### config.mk
export PLATFORM = sky130hd
export DESIGN_NAME = mc_ctrl_stall
export DESIGN_NICKNAME = d
export VERILOG_FILES = /design/src/rtl/mc_ctrl_pkg.sv /design/src/rtl/mc_wait_timer.sv /design/src/rtl/mc_ctrl_stall.sv
export SDC_FILE = /design/constraint.sdc
export NUM_CORES = 1
export LEC_CHECK = 0
export CAP_MARGIN = 20
export CORE_MARGIN = 2
export CORE_UTILIZATION = 47
export DETAILED_ROUTE_END_ITERATION = 10
export GPL_TIMING_DRIVEN = 1
export HOLD_SLACK_MARGIN = 0.06
export PLACE_DENSITY = 0.9
export SLEW_MARGIN = 5
export SYNTH_ARGS = -nofsm -noshare
export SYNTH_HDL_FRONTEND = slang
export SYNTH_SLANG_ARGS = --single-unit
### constraint.sdc
create_clock -name clk -period 3.25 [get_ports clk]
set_clock_uncertainty 0.2 [all_clocks]
set_input_delay 0.8125 -clock clk [delete_from_list [all_inputs] [get_ports clk]]
set_output_delay 0.8125 -clock clk [all_outputs]
set_load 0.005 [all_outputs]
### src/rtl/mc_ctrl_pkg.sv
// Shared definitions for the multi-cycle control FSM: state encodings,
// opcode/funct constants, exception cause codes and ALUOp encodings.
package mc_ctrl_pkg;

  typedef enum logic [3:0] {
    S_IF     = 4'd0,
    S_ID     = 4'd1,
    S_REX    = 4'd2,
    S_RWB    = 4'd3,
    S_MEMADR = 4'd4,
    S_LWMEM  = 4'd5,
    S_LWWB   = 4'd6,
    S_SWMEM  = 4'd7,
    S_IEX    = 4'd8,
    S_IWB    = 4'd9,
    S_BEQ    = 4'd10,
    S_J      = 4'd11,
    S_ERR    = 4'd12,
    S_ERET   = 4'd13
  } state_t;

  localparam logic [5:0] OP_RTYPE = 6'h00;
  localparam logic [5:0] OP_ERET  = 6'h01;
  localparam logic [5:0] OP_J     = 6'h02;
  localparam logic [5:0] OP_JAL   = 6'h03;
  localparam logic [5:0] OP_BEQ   = 6'h04;
  localparam logic [5:0] OP_ADDI  = 6'h08;
  localparam logic [5:0] OP_ADDIU = 6'h09;
  localparam logic [5:0] OP_SLTI  = 6'h0a;
  localparam logic [5:0] OP_SLTIU = 6'h0b;
  localparam logic [5:0] OP_ANDI  = 6'h0c;
  localparam logic [5:0] OP_LUI   = 6'h0f;
  localparam logic [5:0] OP_LW    = 6'h23;
  localparam logic [5:0] OP_SW    = 6'h2b;

  localparam logic [5:0] FN_SLL  = 6'h00;
  localparam logic [5:0] FN_SRL  = 6'h02;
  localparam logic [5:0] FN_SRA  = 6'h03;
  localparam logic [5:0] FN_JR   = 6'h08;
  localparam logic [5:0] FN_JALR = 6'h09;

  localparam logic [1:0] CAUSE_NONE = 2'd0;
  localparam logic [1:0] CAUSE_OV   = 2'd1;
  localparam logic [1:0] CAUSE_RI   = 2'd2;
  localparam logic [1:0] CAUSE_BUS  = 2'd3;

  localparam logic [2:0] ALU_ADD   = 3'b000;
  localparam logic [2:0] ALU_SUB   = 3'b001;
  localparam logic [2:0] ALU_RTYPE = 3'b010;
  localparam logic [2:0] ALU_AND   = 3'b100;
  localparam logic [2:0] ALU_SLT   = 3'b101;

  // Low three ALUOp bits outside IF/ID, selected by opcode.
  function automatic logic [2:0] alu_func(input logic [5:0] op);
    logic [2:0] f;
    f = ALU_ADD;
    case (op)
      OP_RTYPE:          f = ALU_RTYPE;
      OP_BEQ:            f = ALU_SUB;
      OP_ANDI:           f = ALU_AND;
      OP_SLTI, OP_SLTIU: f = ALU_SLT;
      default:           f = ALU_ADD;
    endcase
    return f;
  endfunction

endpackage

### src/rtl/mc_wait_timer.sv
// Memory wait-state counter.
// Ports:
//   clk, reset : clock and synchronous active-high reset
//   clear      : zero the count (entry into a memory-wait state)
//   inc        : count one more cycle without MemReady
//   timeout    : count has reached MEM_TIMEOUT
module mc_wait_timer
  import mc_ctrl_pkg::*;
#(
  parameter int MEM_TIMEOUT = 15
) (
  input  logic clk,
  input  logic reset,
  input  logic clear,
  input  logic inc,
  output logic timeout
);

  // MEM_TIMEOUT is at most 255; the FSM leaves the wait state on a match,
  // so the count never needs to pass it.
  logic [7:0] cnt;

  always_ff @(posedge clk) begin
    if (reset || clear) begin
      cnt <= '0;
    end else if (inc) begin
      cnt <= cnt + 8'd1;
    end
  end

  assign timeout = (cnt == 8'(MEM_TIMEOUT));

endmodule

### src/rtl/mc_ctrl_stall.sv
// Multi-cycle CPU control FSM with variable-latency memory handshake.
// Fetch and load/store wait on MemReady; a wait-state timeout raises a
// bus exception. Overflow, reserved-instruction and bus-timeout causes
// are recorded in Cause.
// Ports:
//   clk, reset            : clock, synchronous active-high reset
//   OpCode, Funct         : instruction register fields
//   Err                   : ALU overflow, sampled in REX/IEX
//   MemReady              : memory completes the access this cycle
//   PCWrite..PCErrSource  : datapath controls (same as previous generation)
//   ALUOp                 : {OpCode[0], function select}
//   Cause                 : cause code of the last exception
//   State                 : current state encoding (debug)
module mc_ctrl_stall
  import mc_ctrl_pkg::*;
#(
  parameter int MEM_TIMEOUT = 15,
  parameter int CAUSE_W     = 2
) (
  input  logic               clk,
  input  logic               reset,
  input  logic [5:0]         OpCode,
  input  logic [5:0]         Funct,
  input  logic               Err,
  input  logic               MemReady,
  output logic               PCWrite,
  output logic               PCWriteCond,
  output logic               IorD,
  output logic               MemWrite,
  output logic               MemRead,
  output logic               IRWrite,
  output logic               RegWrite,
  output logic               ExtOp,
  output logic               LuiOp,
  output logic               EPCWrite,
  output logic               ErrTargetWrite,
  output logic [1:0]         MemtoReg,
  output logic [1:0]         RegDst,
  output logic [1:0]         ALUSrcA,
  output logic [1:0]         ALUSrcB,
  output logic [1:0]         PCSource,
  output logic [1:0]         PCErrSource,
  output logic [3:0]         ALUOp,
  output logic [CAUSE_W-1:0] Cause,
  output logic [3:0]         State
);

  state_t             state, state_next;
  logic [CAUSE_W-1:0] cause_q, cause_next;
  logic               timeout;
  logic               mem_wait;

  assign mem_wait = (state == S_IF) || (state == S_LWMEM) || (state == S_SWMEM);

  // Counter restarts whenever the FSM changes state, so every entry into
  // IF/LWMEM/SWMEM begins at zero.
  mc_wait_timer #(
    .MEM_TIMEOUT(MEM_TIMEOUT)
  ) u_timer (
    .clk     (clk),
    .reset   (reset),
    .clear   (state_next != state),
    .inc     (mem_wait && !MemReady),
    .timeout (timeout)
  );

  always_ff @(posedge clk) begin
    if (reset) begin
      state   <= S_IF;
      cause_q <= '0;
    end else begin
      state   <= state_next;
      cause_q <= cause_next;
    end
  end

  // Everything is forced low while reset is high, including the IF strobes.
  assign State = reset ? 4'd0 : state;
  assign Cause = reset ? '0 : cause_q;

  always_comb begin
    state_next     = state;
    cause_next     = cause_q;
    PCWrite        = 1'b0;
    PCWriteCond    = 1'b0;
    IorD           = 1'b0;
    MemWrite       = 1'b0;
    MemRead        = 1'b0;
    IRWrite        = 1'b0;
    RegWrite       = 1'b0;
    ExtOp          = 1'b0;
    LuiOp          = 1'b0;
    EPCWrite       = 1'b0;
    ErrTargetWrite = 1'b0;
    MemtoReg       = 2'b00;
    RegDst         = 2'b00;
    ALUSrcA        = 2'b00;
    ALUSrcB        = 2'b00;
    PCSource       = 2'b00;
    PCErrSource    = 2'b00;
    ALUOp          = 4'b0000;

    if (!reset) begin
      ALUOp[3] = OpCode[0];
      if (state != S_IF && state != S_ID) begin
        ALUOp[2:0] = alu_func(OpCode);
      end

      case (state)
        S_IF: begin
          MemRead = 1'b1;
          ALUSrcB = 2'b01;
          // A ready in the timeout cycle still completes the fetch.
          if (MemReady) begin
            PCWrite    = 1'b1;
            IRWrite    = 1'b1;
            state_next = S_ID;
          end else if (timeout) begin
            state_next = S_ERR;
            cause_next = CAUSE_W'(CAUSE_BUS);
          end
        end

        S_ID: begin
          ALUSrcB = 2'b11;
          ExtOp   = 1'b1;
          case (OpCode)
            OP_ERET:  state_next = S_ERET;
            OP_RTYPE: state_next = (Funct == FN_JR || Funct == FN_JALR) ? S_J : S_REX;
            OP_LW, OP_SW: state_next = S_MEMADR;
            OP_LUI, OP_ADDI, OP_ADDIU, OP_ANDI, OP_SLTI, OP_SLTIU: state_next = S_IEX;
            OP_BEQ:   state_next = S_BEQ;
            OP_J, OP_JAL: state_next = S_J;
            default: begin
              state_next = S_ERR;
              cause_next = CAUSE_W'(CAUSE_RI);
            end
          endcase
        end

        S_REX: begin
          // Shifts take the shamt path on operand A.
          ALUSrcA = (Funct == FN_SLL || Funct == FN_SRL || Funct == FN_SRA) ? 2'b10 : 2'b01;
          if (Err) begin
            state_next = S_ERR;
            cause_next = CAUSE_W'(CAUSE_OV);
          end else begin
            state_next = S_RWB;
          end
        end

        S_IEX: begin
          ALUSrcB = 2'b10;
          LuiOp   = (OpCode == OP_LUI);
          ExtOp   = (OpCode != OP_ANDI);
          if (Err) begin
            state_next = S_ERR;
            cause_next = CAUSE_W'(CAUSE_OV);
          end else begin
            state_next = S_IWB;
          end
        end

        S_RWB: begin
          RegWrite   = 1'b1;
          RegDst     = 2'b01;
          MemtoReg   = 2'b01;
          state_next = S_IF;
        end

        S_IWB: begin
          RegWrite   = 1'b1;
          MemtoReg   = 2'b01;
          state_next = S_IF;
        end

        S_MEMADR: begin
          ALUSrcA    = 2'b01;
          ALUSrcB    = 2'b10;
          ExtOp      = 1'b1;
          state_next = (OpCode == OP_LW) ? S_LWMEM : S_SWMEM;
        end

        S_LWMEM, S_SWMEM: begin
          IorD     = 1'b1;
          MemRead  = (state == S_LWMEM);
          MemWrite = (state == S_SWMEM);
          if (MemReady) begin
            state_next = (state == S_LWMEM) ? S_LWWB : S_IF;
          end else if (timeout) begin
            state_next = S_ERR;
            cause_next = CAUSE_W'(CAUSE_BUS);
          end
        end

        S_LWWB: begin
          RegWrite   = 1'b1;
          state_next = S_IF;
        end

        S_BEQ: begin
          ALUSrcA     = 2'b01;
          PCWriteCond = 1'b1;
          PCSource    = 2'b01;
          state_next  = S_IF;
        end

        S_J: begin
          PCWrite  = 1'b1;
          PCSource = (OpCode == OP_RTYPE) ? 2'b11 : 2'b10;
          // Link variants write the return address.
          if (OpCode == OP_JAL || (OpCode == OP_RTYPE && Funct == FN_JALR)) begin
            RegWrite = 1'b1;
            RegDst   = 2'b10;
            MemtoReg = 2'b10;
          end
          state_next = S_IF;
        end

        S_ERR: begin
          PCWrite        = 1'b1;
          EPCWrite       = 1'b1;
          ErrTargetWrite = 1'b1;
          PCErrSource    = 2'b01;
          state_next     = S_IF;
        end

        S_ERET: begin
          PCWrite     = 1'b1;
          PCErrSource = 2'b10;
          RegWrite    = 1'b1;
          RegDst      = 2'b11;
          MemtoReg    = 2'b11;
          state_next  = S_IF;
        end

        default: state_next = S_IF;
      endcase
    end
  end

endmodule

==> out/metrics.csv <==
metric,value,unit
R2R setup slack,0.92,ns
grt ovf,0,
Synth top cells by count,"32 x nor2_1, 19 x a21oi_1, 17 x nand2_1",
total leakage power,1.01,nW
Max stage delay on crit path,0.53,ns
PortBufs,48,
Hold Crit Start,cause_q[0],
vias per std cell,5.87,
Root Driver,clkbuf_4,
Hold WC Path Type,reg2reg,
die area,0.00381,mm^2
CP max stage cell,clkdlybuf4s50_1,
status,finished clean,
sequential share of the synthesized area,17.9,%
crit end category,primary output,
Core Footprint,0.00310,mm^2
syn_area_per_cell,6.93,um^2
Max IR drop VDD,0.000467,V
Async SR Flop Fraction,0,%
CTS max path bufs,2,
Finished Layout Cells,340,
die width,61.7,um
WL/cell,16.0,um
H-tree levels,1,
max-slew violations,0,
most frequent CP cell,a21oi_2,
cells after synthesis,226,
number of CTS-inserted buffers,3,
Clock Pin Slew Worst Setup and Hold Paths,0.08,ns
relative slew slack,68.3,%
Sink Count,14,
CTS tree,built,
Routed Antenna Nets,0,
final worst path period need,3.23,ns
worst setup path class,in2out,
pin count of the biggest net entering global routing,19,
Synthesized Nets,243,
initial antenna violation count,1,
latest clock arrival within the worst-skew pair,0.29,ns
# IOs,49,
unrepaired setup endpoints after global routing,false,
Max Cap Viol,0,
area grow syn2layout,50.4,%
layout cells sized above 1,23.4,%
number of synthesized flops with an enable pin,0,
vias,1997,
Die Ht,61.7,um
Cells after DPL,332,
"Distinct cells, synth",56,
GP Congestion,0.921,
"flops & latches, synth",14,
first-pass GRT wire length,8420,um
Initial Util,50.5,%
crit share post-route,99.3,%
DR iter-0 viols,198,
Worst-Margin Slew,0.474,ns
Final Core Density,75.9,%
hold depth,1,
final WL,5450,um
number of global-route vias before repair,1782,
Layout Nets,313,
achievable frequency,310,MHz
Reg2Reg Depth,7,
Worst EP required,2.24,ns
Total GRT Usage,29.1,%
Hold Fails Final Rpt,0,
row count,20,
Crit Reg-Reg Endpoint,u_timer.cnt[3],
Crit Path Max Fanout,3,
Worst Path Arrival,2.21,ns
Yosys Warn Count,0,
CP Launch Type,input pin,
pwr dens,582,mW/mm^2
# DRC,0,
Main synth FF type,dfxtp_1,
DP Wirelength,3920,um
"area leader, netlist",dfxtp_1,
FF-to-FF Start,state[0],
DRT Pass-1 Iters,4,
synthesized cell area,0.00157,mm^2
WHS Endpoint,cause_q[0],
"count leader, synth",nor2_1,
post-synth top area share,17.9,%
crit-path cells,clkdlybuf4s50_1 > nand4_1 > a21bo_2 > a21oi_2 > a21oi_2 > nor3_1 > buf_2,
Synth area leaders,"dfxtp_1 18%, nor2_1 7.7%, a21oi_1 6.1%",
Final Setup Violations,0,
power breakdown:
part | internal, mW | switching, mW
clock | 0.0683 | 0.0595
combinational | 0.447 | 0.560
sequential | 0.204 | 0.0320
cell families (layout without fill, tap and decap cells):
group	count (synthesis)	in the layout	share of synthesized area, %
buffers and inverters	27	96	8.31
other	0	1	0
DFF	14	14	17.9
AOI/OAI and AO/OA	58	58	27.2
xor gates and xnor gates	9	9	5.03
and+or+nand+nor	115	115	39.5
adders and majority gates	1	1	0.799
muxes	2	2	1.28
how the worst max path moves through the flow:
stage                    end       from  depth (start not counted)  slack [ns]
floorplan           RegWrite  OpCode[1]                          7        0.29
global placement    RegWrite   Funct[2]                          8       -0.52
detailed placement  RegWrite   Funct[2]                          8       -0.60
CTS                 RegWrite   Funct[4]                          8       -0.21
global route         IRWrite   MemReady                          5        0.02
finish              RegWrite   Funct[0]                          7        0.02
metrics by stage:
step | total power, mW | setup TNS [ns] | hold WS [ns] | setup slack (ns) | area, um^2
after floorplan | 0.898 | 0 | 0.233 | 0.292 | 1570
after global placement | 1.19 | -5.16 | 0.242 | -0.521 | 2250
after detailed placement | 1.21 | -6.48 | 0.247 | -0.596 | 2250
after CTS | 1.34 | -0.206 | 0.267 | -0.206 | 2320
after global routing | 1.47 | 0 | 0.280 | 0.0184 | 2360
final | 1.37 | 0 | 0.262 | 0.0242 | 2360
cells in the final DEF (no fill, tap or decap), drive strengths merged, types with 4 or more instances in the layout:
cell / Yosys / final
nor2b: 7 / 7
a31oi: 4 / 4
inv: 8 / 8
clkdlybuf4s50: 0 / 24
dlygate4sd2: 0 / 10
nor3: 15 / 15
o22ai: 4 / 4
nand3: 5 / 5
nand2: 18 / 18
nand2b: 6 / 6
nand4: 6 / 6
o21a: 5 / 5
nor2: 32 / 32
o21ai: 5 / 5
a21oi: 19 / 19
clkbuf: 6 / 5
xor2: 7 / 7
nor4: 7 / 7
buf: 13 / 40
and3: 6 / 6
dlymetal6s2s: 0 / 6
dfxtp: 14 / 14
per-layer routing:
layer,part of all wire [%],vias to the layer above,GRT usage (%),wire [um]
li1,-,966,-,-
met5,0,-,0,0
met2,48,100,48.3,2600
met1,42,914,40.1,2270
met3,7.2,17,2.69,395
met4,3.4,0,9.12,184
area by class of cell:
cell class	instances	area, um^2
clock buffer	4	36.3
antenna	1	2.50
tap	44	55.1
fill	244	747
inverter	8	30.0
sequential	14	280
multi-input combinational	185	1220
timing repair buffer	84	736
state kept, by name (all words and copies together), names as in the netlist:
name         count
cause_q          2
state            4
u_timer.cnt      8
critical path: cells and delay by family:
family	cells	cell delay [ns]
simple gates	2	0.31
buf+inv	2	0.67
compound gates	3	0.43
timing repair:
item	in CTS	in global routing
resized for setup	39	20
setup buffers	2	1
pin swaps	5	7
setup endpoints to repair	27	8
hold buffers	0	0
No activity file was read; power rests on OpenSTA's default activity.
